==> src/rtl/window_scan_if.sv <==
// Handshake and buffer-control bundle between the window scan controller
// (master) and the surrounding feature-map buffer / stream logic (slave).
interface window_scan_if;
  logic        start;
  logic        src_valid;
  logic        src_ready;
  logic        buf_en;
  logic [31:0] buf_addr;
  logic [3:0]  buf_k;
  logic [3:0]  buf_q;
  logic        win_valid;
  logic        win_ready;
  logic        win_last;
  logic        busy;
  logic        done;

  modport master (
    input  start, src_valid, win_ready,
    output src_ready, buf_en, buf_addr, buf_k, buf_q,
           win_valid, win_last, busy, done
  );

  modport slave (
    output start, src_valid, win_ready,
    input  src_ready, buf_en, buf_addr, buf_k, buf_q,
           win_valid, win_last, busy, done
  );
endinterface

==> src/rtl/window_scan_ctrl.sv <==
// Window scan controller: loads an N x N byte feature map into a word
// buffer, then walks a W x W window over it in row-major order, inserting
// one FETCH bubble before each window to cover the buffer's registered read.
module window_scan_ctrl #(
  parameter int N     = 13,
  parameter int W     = 4,
  parameter int WORDS = 43
) (
  input  logic         clk,
  input  logic         rst,
  window_scan_if.master bus
);

  localparam int          L         = N - W;
  localparam logic [3:0]  LIM       = 4'(L);
  localparam logic [31:0] LAST_ADDR = 32'(WORDS - 1);

  typedef enum logic [2:0] {
    IDLE,
    LOAD,
    FETCH,
    PRESENT,
    DONE
  } state_t;

  state_t      state_reg;
  logic [31:0] addr_reg;
  logic [3:0]  k_reg;
  logic [3:0]  q_reg;
  logic        src_ready_reg;
  logic        win_valid_reg;
  logic        win_last_reg;
  logic        busy_reg;
  logic        done_reg;
  logic        accept;

  // A word is written whenever upstream offers one and we are loading.
  assign accept = bus.src_valid & src_ready_reg;

  // Frame sequencing: state, counters and all registered outputs together.
  always_ff @(posedge clk) begin
    if (rst) begin
      state_reg     <= IDLE;
      addr_reg      <= '0;
      k_reg         <= '0;
      q_reg         <= '0;
      src_ready_reg <= 1'b0;
      win_valid_reg <= 1'b0;
      win_last_reg  <= 1'b0;
      busy_reg      <= 1'b0;
      done_reg      <= 1'b0;
    end else begin
      done_reg <= 1'b0;
      case (state_reg)
        IDLE: begin
          if (bus.start) begin
            state_reg     <= LOAD;
            addr_reg      <= '0;
            src_ready_reg <= 1'b1;
            busy_reg      <= 1'b1;
          end
        end

        LOAD: begin
          if (accept) begin
            if (addr_reg == LAST_ADDR) begin
              // Last word written: address parks at the final word.
              state_reg     <= FETCH;
              src_ready_reg <= 1'b0;
              k_reg         <= '0;
              q_reg         <= '0;
            end else begin
              addr_reg <= addr_reg + 32'd1;
            end
          end
        end

        FETCH: begin
          // Buffer read for (k, q) lands at the end of this cycle.
          state_reg     <= PRESENT;
          win_valid_reg <= 1'b1;
          win_last_reg  <= (k_reg == LIM) && (q_reg == LIM);
        end

        PRESENT: begin
          // Origin is held until downstream takes the window.
          if (bus.win_ready) begin
            win_valid_reg <= 1'b0;
            win_last_reg  <= 1'b0;
            if (q_reg < LIM) begin
              q_reg     <= q_reg + 4'd1;
              state_reg <= FETCH;
            end else if (k_reg < LIM) begin
              q_reg     <= '0;
              k_reg     <= k_reg + 4'd1;
              state_reg <= FETCH;
            end else begin
              state_reg <= DONE;
              done_reg  <= 1'b1;
            end
          end
        end

        DONE: begin
          state_reg <= IDLE;
          busy_reg  <= 1'b0;
        end

        default: begin
          state_reg     <= IDLE;
          src_ready_reg <= 1'b0;
          win_valid_reg <= 1'b0;
          win_last_reg  <= 1'b0;
          busy_reg      <= 1'b0;
        end
      endcase
    end
  end

  assign bus.src_ready = src_ready_reg;
  assign bus.buf_en    = accept;
  assign bus.buf_addr  = addr_reg;
  assign bus.buf_k     = k_reg;
  assign bus.buf_q     = q_reg;
  assign bus.win_valid = win_valid_reg;
  assign bus.win_last  = win_last_reg;
  assign bus.busy      = busy_reg;
  assign bus.done      = done_reg;

endmodule

==> src/flat_wrapper.sv <==
// flat-port wrapper written by rule: the top's interface ports become plain ports
module window_scan_ctrl_flat 
#(
  parameter int N     = 13,
  parameter int W     = 4,
  parameter int WORDS = 43
)
  (clk, rst, bus_start, bus_src_valid, bus_win_ready, bus_src_ready, bus_buf_en, bus_buf_addr, bus_buf_k, bus_buf_q, bus_win_valid, bus_win_last, bus_busy, bus_done);
  window_scan_if bus_i ();
  input  logic clk;
  input  logic rst;
  input wire logic [$bits(bus_i.start)-1:0] bus_start;
  input wire logic [$bits(bus_i.src_valid)-1:0] bus_src_valid;
  input wire logic [$bits(bus_i.win_ready)-1:0] bus_win_ready;
  output wire logic [$bits(bus_i.src_ready)-1:0] bus_src_ready;
  output wire logic [$bits(bus_i.buf_en)-1:0] bus_buf_en;
  output wire logic [$bits(bus_i.buf_addr)-1:0] bus_buf_addr;
  output wire logic [$bits(bus_i.buf_k)-1:0] bus_buf_k;
  output wire logic [$bits(bus_i.buf_q)-1:0] bus_buf_q;
  output wire logic [$bits(bus_i.win_valid)-1:0] bus_win_valid;
  output wire logic [$bits(bus_i.win_last)-1:0] bus_win_last;
  output wire logic [$bits(bus_i.busy)-1:0] bus_busy;
  output wire logic [$bits(bus_i.done)-1:0] bus_done;
  assign bus_i.start = bus_start;
  assign bus_i.src_valid = bus_src_valid;
  assign bus_i.win_ready = bus_win_ready;
  assign bus_src_ready = bus_i.src_ready;
  assign bus_buf_en = bus_i.buf_en;
  assign bus_buf_addr = bus_i.buf_addr;
  assign bus_buf_k = bus_i.buf_k;
  assign bus_buf_q = bus_i.buf_q;
  assign bus_win_valid = bus_i.win_valid;
  assign bus_win_last = bus_i.win_last;
  assign bus_busy = bus_i.busy;
  assign bus_done = bus_i.done;
  window_scan_ctrl #(.N(N), .W(W), .WORDS(WORDS)) u_core (.clk(clk), .rst(rst), .bus(bus_i));
endmodule
==> config.mk <==
export PLATFORM = sky130hd
export DESIGN_NAME = window_scan_ctrl_flat
export DESIGN_NICKNAME = d
export VERILOG_FILES = /design/src/rtl/window_scan_if.sv /design/src/rtl/window_scan_ctrl.sv /design/src/flat_wrapper.sv
export SDC_FILE = /design/constraint.sdc
export NUM_CORES = 1
export LEC_CHECK = 0
export ABC_AREA = 1
export CAP_MARGIN = 20
export CORE_ASPECT_RATIO = 0.5
export CORE_UTILIZATION = 39
export DETAILED_ROUTE_END_ITERATION = 8
export PLACE_DENSITY = 0.61
export SLEW_MARGIN = 20
export SYNTH_ARGS = -nofsm -noshare
export SYNTH_HDL_FRONTEND = slang
export SYNTH_SLANG_ARGS = --single-unit
==> constraint.sdc <==
create_clock -name clk -period 4.5 [get_ports clk]
set_clock_uncertainty 0.15 [all_clocks]
set_input_delay 0.9 -clock clk [delete_from_list [all_inputs] [get_ports clk]]
set_output_delay 0.9 -clock clk [all_outputs]
set_load 0.02 [all_outputs]
==> run metrics, run 1 <==
GRT met3 Usage=0.0405; Yosys top cell area share=0.289; ANT nets after route=0; hold slack final=0.328 ns; first-pass detailed-route iteration total=5; cts hold-fix bufs=0; worst ir drop on vdd=251 µV; RR Endpoint=u_core.bus.buf_addr[23]; crit path max fanout=2; DRC Markers=0; Total GRT Usage=0.216; vias per inst=4.78; Net Sw Power=376 µW; synthesized instance count=581; Sw Ratio=0.326; FFs w/ async S/R, synth=0; max reg flops=32; Die Height=67.3 µm; cts bufs inserted=5; Wirelength per Cell=12.0 µm; hold-critical path depth=2; Top Usage Layer GRT=met2; Final Hold Viols=0; # fillers=876; GRT met1 Usage=0.293; Fin Setup TNS=0 ns; DIE AREA=8920 µm²; status=complete, no violations; vias in the first global route=3259; Initial Util=0.408; pre-CTS setup slack=1.38 ns; Yosys warning count=0; Total Power=1.15 mW; Post-CTS Setup Repair Bufs=0; Port-buffer cells=50; routability cong.=0.889; Die Wd=133 µm; required time worst endpoint=3.45 ns; number of synthesized flops with an enable pin=0; maxcap violations=0; top cells by area, synth=dfxtp_1 (29%), nand2_1 (21%), nor2_1 (15%); Final Max Tran Viols=0; fmax=320 MHz; unrepaired setup endpoints after global routing=false; clock-pin slew on the worst setup and hold paths=0.06 ns; met2 Usage GRT=0.370; final net count=638; I/O pins=51; Hold Path Origin=u_core.bus.win_last; layout cell share with drive strength beyond 1=0.0431; Mapped Nets=594; Iter 0 DRT Violations=259; Synth-to-Final Area Change=21.9%; Final Critical Period=3.12 ns; Seq/Total Area, Yosys=0.289; worst r2r path cells=13; diode count=0; Synth area leader=dfxtp_1; startpoint types=primary input; most common library cells after synthesis=nand2_1 (189), nor2_1 (136), inv_1 (56); r2r startpoint=u_core.bus.buf_addr[0]; sequential power share=0.419; CTS Sinks=48; num rows=23; global-route wire length before repair=15400 µm; most frequent cell after synthesis=nand2_1; setup slack, reg-to-reg=1.91 ns; CTS tree=done; Comb power frac=0.249; Rel. slew slack=0.461; PnR worst setup slack=1.38 ns; Synth Register Bits=48; final setup fails=0; worst skew pair latency=0.29 ns; period utilisation layout=0.694; Core ar.=8140 µm²; Slew @ Worst Pin=0.807 ns; final wirelength=8860 µm; clock tree buffer depth=2; P_leak=1.58 nW; CTS H-Tree Depth=2; Congestion Overflow GR=0; cell internal pwr=777 µW; largest net degree at the start of global routing=31; via count=3525; DPL Wire Length=6610 µm; mean post-synth cell area=5.72 µm²; Hold Path Class=reg2reg; clock network fraction of total power=0.331; Netlist cell types=28; initial antenna violation count=0; Synth Flop Type=dfxtp_1; PwrDens=285 nW/µm²; Critical Path AT=2.07 ns; Gates resized, CTS repair=0; crit path kind=in2out; Hold Path Sink=u_core.bus.win_last; crit path capture type=primary output; post-synthesis cell area=3330 µm²; root buffer cell=clkbuf_16
## cells in the final DEF (no fill, tap or decap)
master           netlist  layout
o21a_1                 1       1
nor3b_1                1       1
ha_1                   8       8
clkbuf_16              0       5
or2_2                  2       2
o2111ai_1              1       1
a21oi_1               28      28
nor2_4                 1       1
nand3_2                2       2
nand3_1               49      49
nand2_1              189     189
dfxtp_1               48      48
nand3b_1               4       4
xnor2_1                1       1
nand3_4                1       1
nor3_1                 4       4
inv_4                  1       1
xor2_1                12      12
nand2_2                3       3
inv_2                  4       4
clkbuf_8               0       1
nand4_1                6       6
clkdlybuf4s50_1        0      50
nor2_2                 4       4
o21ai_0                3       3
clkbuf_1               7       2
nor2_1               136     136
inv_1                 56      56
buf_4                  2       3
## power groups by stage
stage / registers (mW) / logic (mW) / clock network (mW)
after detailed placement: 0.493 / 0.288 / 0
after global routing: 0.488 / 0.330 / 0.411
after floorplan: 0.515 / 0.175 / 0
after global placement: 0.494 / 0.286 / 0
after CTS: 0.484 / 0.289 / 0.391
final: 0.484 / 0.288 / 0.382
## layout make-up
| cell class | count | area, µm² | area share |
|---|---|---|---|
| multi-input cells | 456 | 2050 | 0.506 |
| well taps | 112 | 140 | 0.0346 |
| flip-flops and latches | 48 | 961 | 0.237 |
| inverters | 61 | 231 | 0.0571 |
| repair buffers | 53 | 523 | 0.129 |
| clock buffers | 8 | 146 | 0.0361 |
## worst max-delay path by stage
stage	slack, ns	from	to
6_report	1.38	bus_src_valid	bus_buf_en
5_1_grt	1.31	bus_src_valid	bus_buf_en
4_1_cts	1.37	bus_src_valid	bus_buf_en
3_5_place_dp	1.38	bus_src_valid	bus_buf_en
3_3_place_gp	1.39	bus_src_valid	bus_buf_en
2_1_floorplan	2.35	bus_src_valid	bus_buf_en
## stage by stage
| stage | instances | cell area [µm²] | utilization |
|---|---|---|---|
| 2_1_floorplan | 581 | 3330 | - |
| 3_3_place_gp | 730 | 3910 | 0.480 |
| 3_5_place_dp | 730 | 3910 | 0.480 |
| 4_1_cts | 738 | 4050 | 0.498 |
| 5_1_grt | 738 | 4050 | 0.498 |
| 6_report | 738 | 4050 | 0.498 |
## worst max-delay path: stages
cell	delay, ns
clkdlybuf4s50_1	0.46
nand2_1	0.07
inv_1	0.05
clkdlybuf4s50_1	0.59
## cell families after synthesis
logic type / synth area share
compound gates: 0.0515
xor+xnor: 0.0342
simple gates: 0.501
fa+ha+maj: 0.0301
buf+inv: 0.0944
flops: 0.289
## layer usage
metal | vias up | wire (µm)
met4 | 0 | 40
met1 | 1562 | 4640
met2 | 75 | 3700
li1 | 1883 | -
met5 | - | 0
met3 | 5 | 489
(Power assumes the default switching activity.)
==> run 2, diff against run 1 <==
--- a/config.mk
+++ b/config.mk
@@ -10,7 +10,7 @@
 export CORE_ASPECT_RATIO = 0.5
 export CORE_UTILIZATION = 39
 export DETAILED_ROUTE_END_ITERATION = 8
-export PLACE_DENSITY = 0.61
+export PLACE_DENSITY = 0.63
 export SLEW_MARGIN = 20
 export SYNTH_ARGS = -nofsm -noshare
 export SYNTH_HDL_FRONTEND = slang
==> constraint.sdc (replaced) <==
create_clock -name clk -period 2.8 [get_ports clk]
set_clock_uncertainty 0.15 [all_clocks]
set_input_delay 0.56 -clock clk [delete_from_list [all_inputs] [get_ports clk]]
set_output_delay 0.56 -clock clk [all_outputs]
set_load 0.02 [all_outputs]
==> run 2 against run 1 <==
Power rose by 69%. Critical path depth is the same. Sequential power up 61%. Via count increased by 1.7%. Worst hold slack lost 0.0049 ns. Non-clock buffer count increased by 3. Wire length increased by 3.1%. Clock-buffer cell count down 2. Clock power is 80% higher. Flip-flop and latch count unchanged. Register-to-register slack got worse by 1.5 ns. Sequential share of layout area shrank 0.30 points. Critical path type unchanged.
==> run metrics, run 2 (synthesized netlist as in run 1, its figures left out) <==
cts bufs inserted=5; Worst Setup EP=bus_buf_en; clock-pin slew on the worst setup and hold paths=0.07 ns; worst ir drop on vdd=237 µV; crit path capture type=primary output; Wirelength per Cell=12.3 µm; worst r2r path cells=11; RR Endpoint=u_core.bus.buf_addr[24]; Slowest cell on crit path=clkdlybuf4s50_1; CP most frequent cell=clkdlybuf4s50_1; unrepaired setup endpoints after global routing=false; commonest non-fill, non-tap cells in the layout=nand2_1 (189), nor2_1 (136), inv_1 (56), clkdlybuf4s50_1 (50), nand3_1 (49); Slew @ Worst Pin=0.830 ns; final net count=641; GRT met3 Usage=0.0405; final setup fails=0; cts hold-fix bufs=0; startpoint types=primary input; required time worst endpoint=2.09 ns; Sw Ratio=0.321; CTS H-Tree Depth=2; Post-CTS Setup Repair Bufs=0; Port-buffer cells=50; Final Max Tran Viols=0; Critical Path AT=1.72 ns; P_leak=1.61 nW; Fin Setup TNS=0 ns; Critical Path, Cell by Cell=clkdlybuf4s50_1 > nand2_1 > inv_1 > clkdlybuf4s50_1; Net Sw Power=626 µW; r2r startpoint=u_core.bus.buf_addr[0]; Top Usage Layer GRT=met2; # fillers=889; Final Hold Viols=0; layout cell share with drive strength beyond 1=0.0493; DPL Wire Length=6840 µm; num rows=23; DRC Markers=0; crit path max fanout=2; clock network fraction of total power=0.353; first-pass detailed-route iteration total=6; Gates resized, CTS repair=0; CTS Sinks=48; Congestion Overflow GR=0; Comb power frac=0.248; Worst Setup SP=bus_src_valid; vias in the first global route=3168; hold slack final=0.323 ns; I/O pins=51; Synth-to-Final Area Change=23.4%; Final Critical Period=2.43 ns; diode count=0; crit path kind=in2out; Die Wd=133 µm; clock tree buffer depth=2; Total GRT Usage=0.219; DIE AREA=8920 µm²; most common cell after layout, fill and taps aside=nand2_1; setup slack, reg-to-reg=0.46 ns; final wirelength=9130 µm; sequential power share=0.399; met2 Usage GRT=0.368; Initial Util=0.408; crit-path max cell delay=0.60 ns; final instance area=4110 µm²; GRT met1 Usage=0.299; Total Power=1.95 mW; vias per inst=4.84; period utilisation layout=0.869; Reg area=961 µm²; root buffer cell=clkbuf_16; global-route wire length before repair=15400 µm; dpl cells=733; PwrDens=475 nW/µm²; maxcap violations=0; max reg flops=32; post-route insts no fill=741; status=complete, no violations; worst skew pair latency=0.29 ns; cell internal pwr=1.33 mW; routability cong.=0.912; Core ar.=8140 µm²; Die Height=67.3 µm; fmax=411 MHz; initial antenna violation count=0; largest net degree at the start of global routing=29; via count=3586; Post-DP Area=3940 µm²; Rel. slew slack=0.446; area of the multi-input gates=2050 µm²; Iter 0 DRT Violations=207; Hold Path Class=reg2reg; CTS tree=done; ANT nets after route=0
run 2: power by group through the flow:
stage               sequential, mW  clock [mW]  combinational (mW)
floorplan                    0.828           0               0.281
global placement             0.794           0               0.479
CTS                          0.778       0.710               0.486
detailed placement           0.793           0               0.483
global route                 0.784       0.744               0.541
finish                       0.778       0.689               0.484
run 2: critical path, delay by kind of cell:
kind / cells / cell delay [ns]
AND/OR/NAND/NOR: 1 / 0.06
buffers and inverters: 3 / 1.10
run 2: metrics by stage:
| stage | setup slack, ns | utilization |
|---|---|---|
| 3_5_place_dp | 0.370 | 0.484 |
| 5_1_grt | 0.249 | 0.504 |
| 6_report | 0.368 | 0.504 |
| 4_1_cts | 0.368 | 0.504 |
| 3_3_place_gp | 0.375 | 0.484 |
| 2_1_floorplan | 0.891 | - |
run 2: cell type report:
| cell class | count | share of cell area |
|---|---|---|
| multi-input combinational | 456 | 0.500 |
| sequential | 48 | 0.234 |
| timing repair buffer | 56 | 0.136 |
| inverter | 61 | 0.0564 |
| tap | 112 | 0.0341 |
| clock buffer | 6 | 0.0314 |
| clock inverter | 2 | 0.00853 |
run 2: worst min path at each step:
stage,start,endpoint,slack (ns),cells past startpoint
floorplan,u_core.state_reg[2],u_core.bus.busy,0.35,1
global placement,u_core.bus.win_last,u_core.bus.win_last,0.32,2
detailed placement,u_core.bus.win_last,u_core.bus.win_last,0.31,2
CTS,u_core.bus.win_last,u_core.bus.win_last,0.33,2
global route,u_core.bus.win_last,u_core.bus.win_last,0.34,2
finish,u_core.bus.win_last,u_core.bus.win_last,0.32,2
run 2: metal layers:
layer	share of wire	wire (µm)
met4	0.0053	48
met2	0.43	3950
met1	0.52	4730
met5	0	0
met3	0.045	408
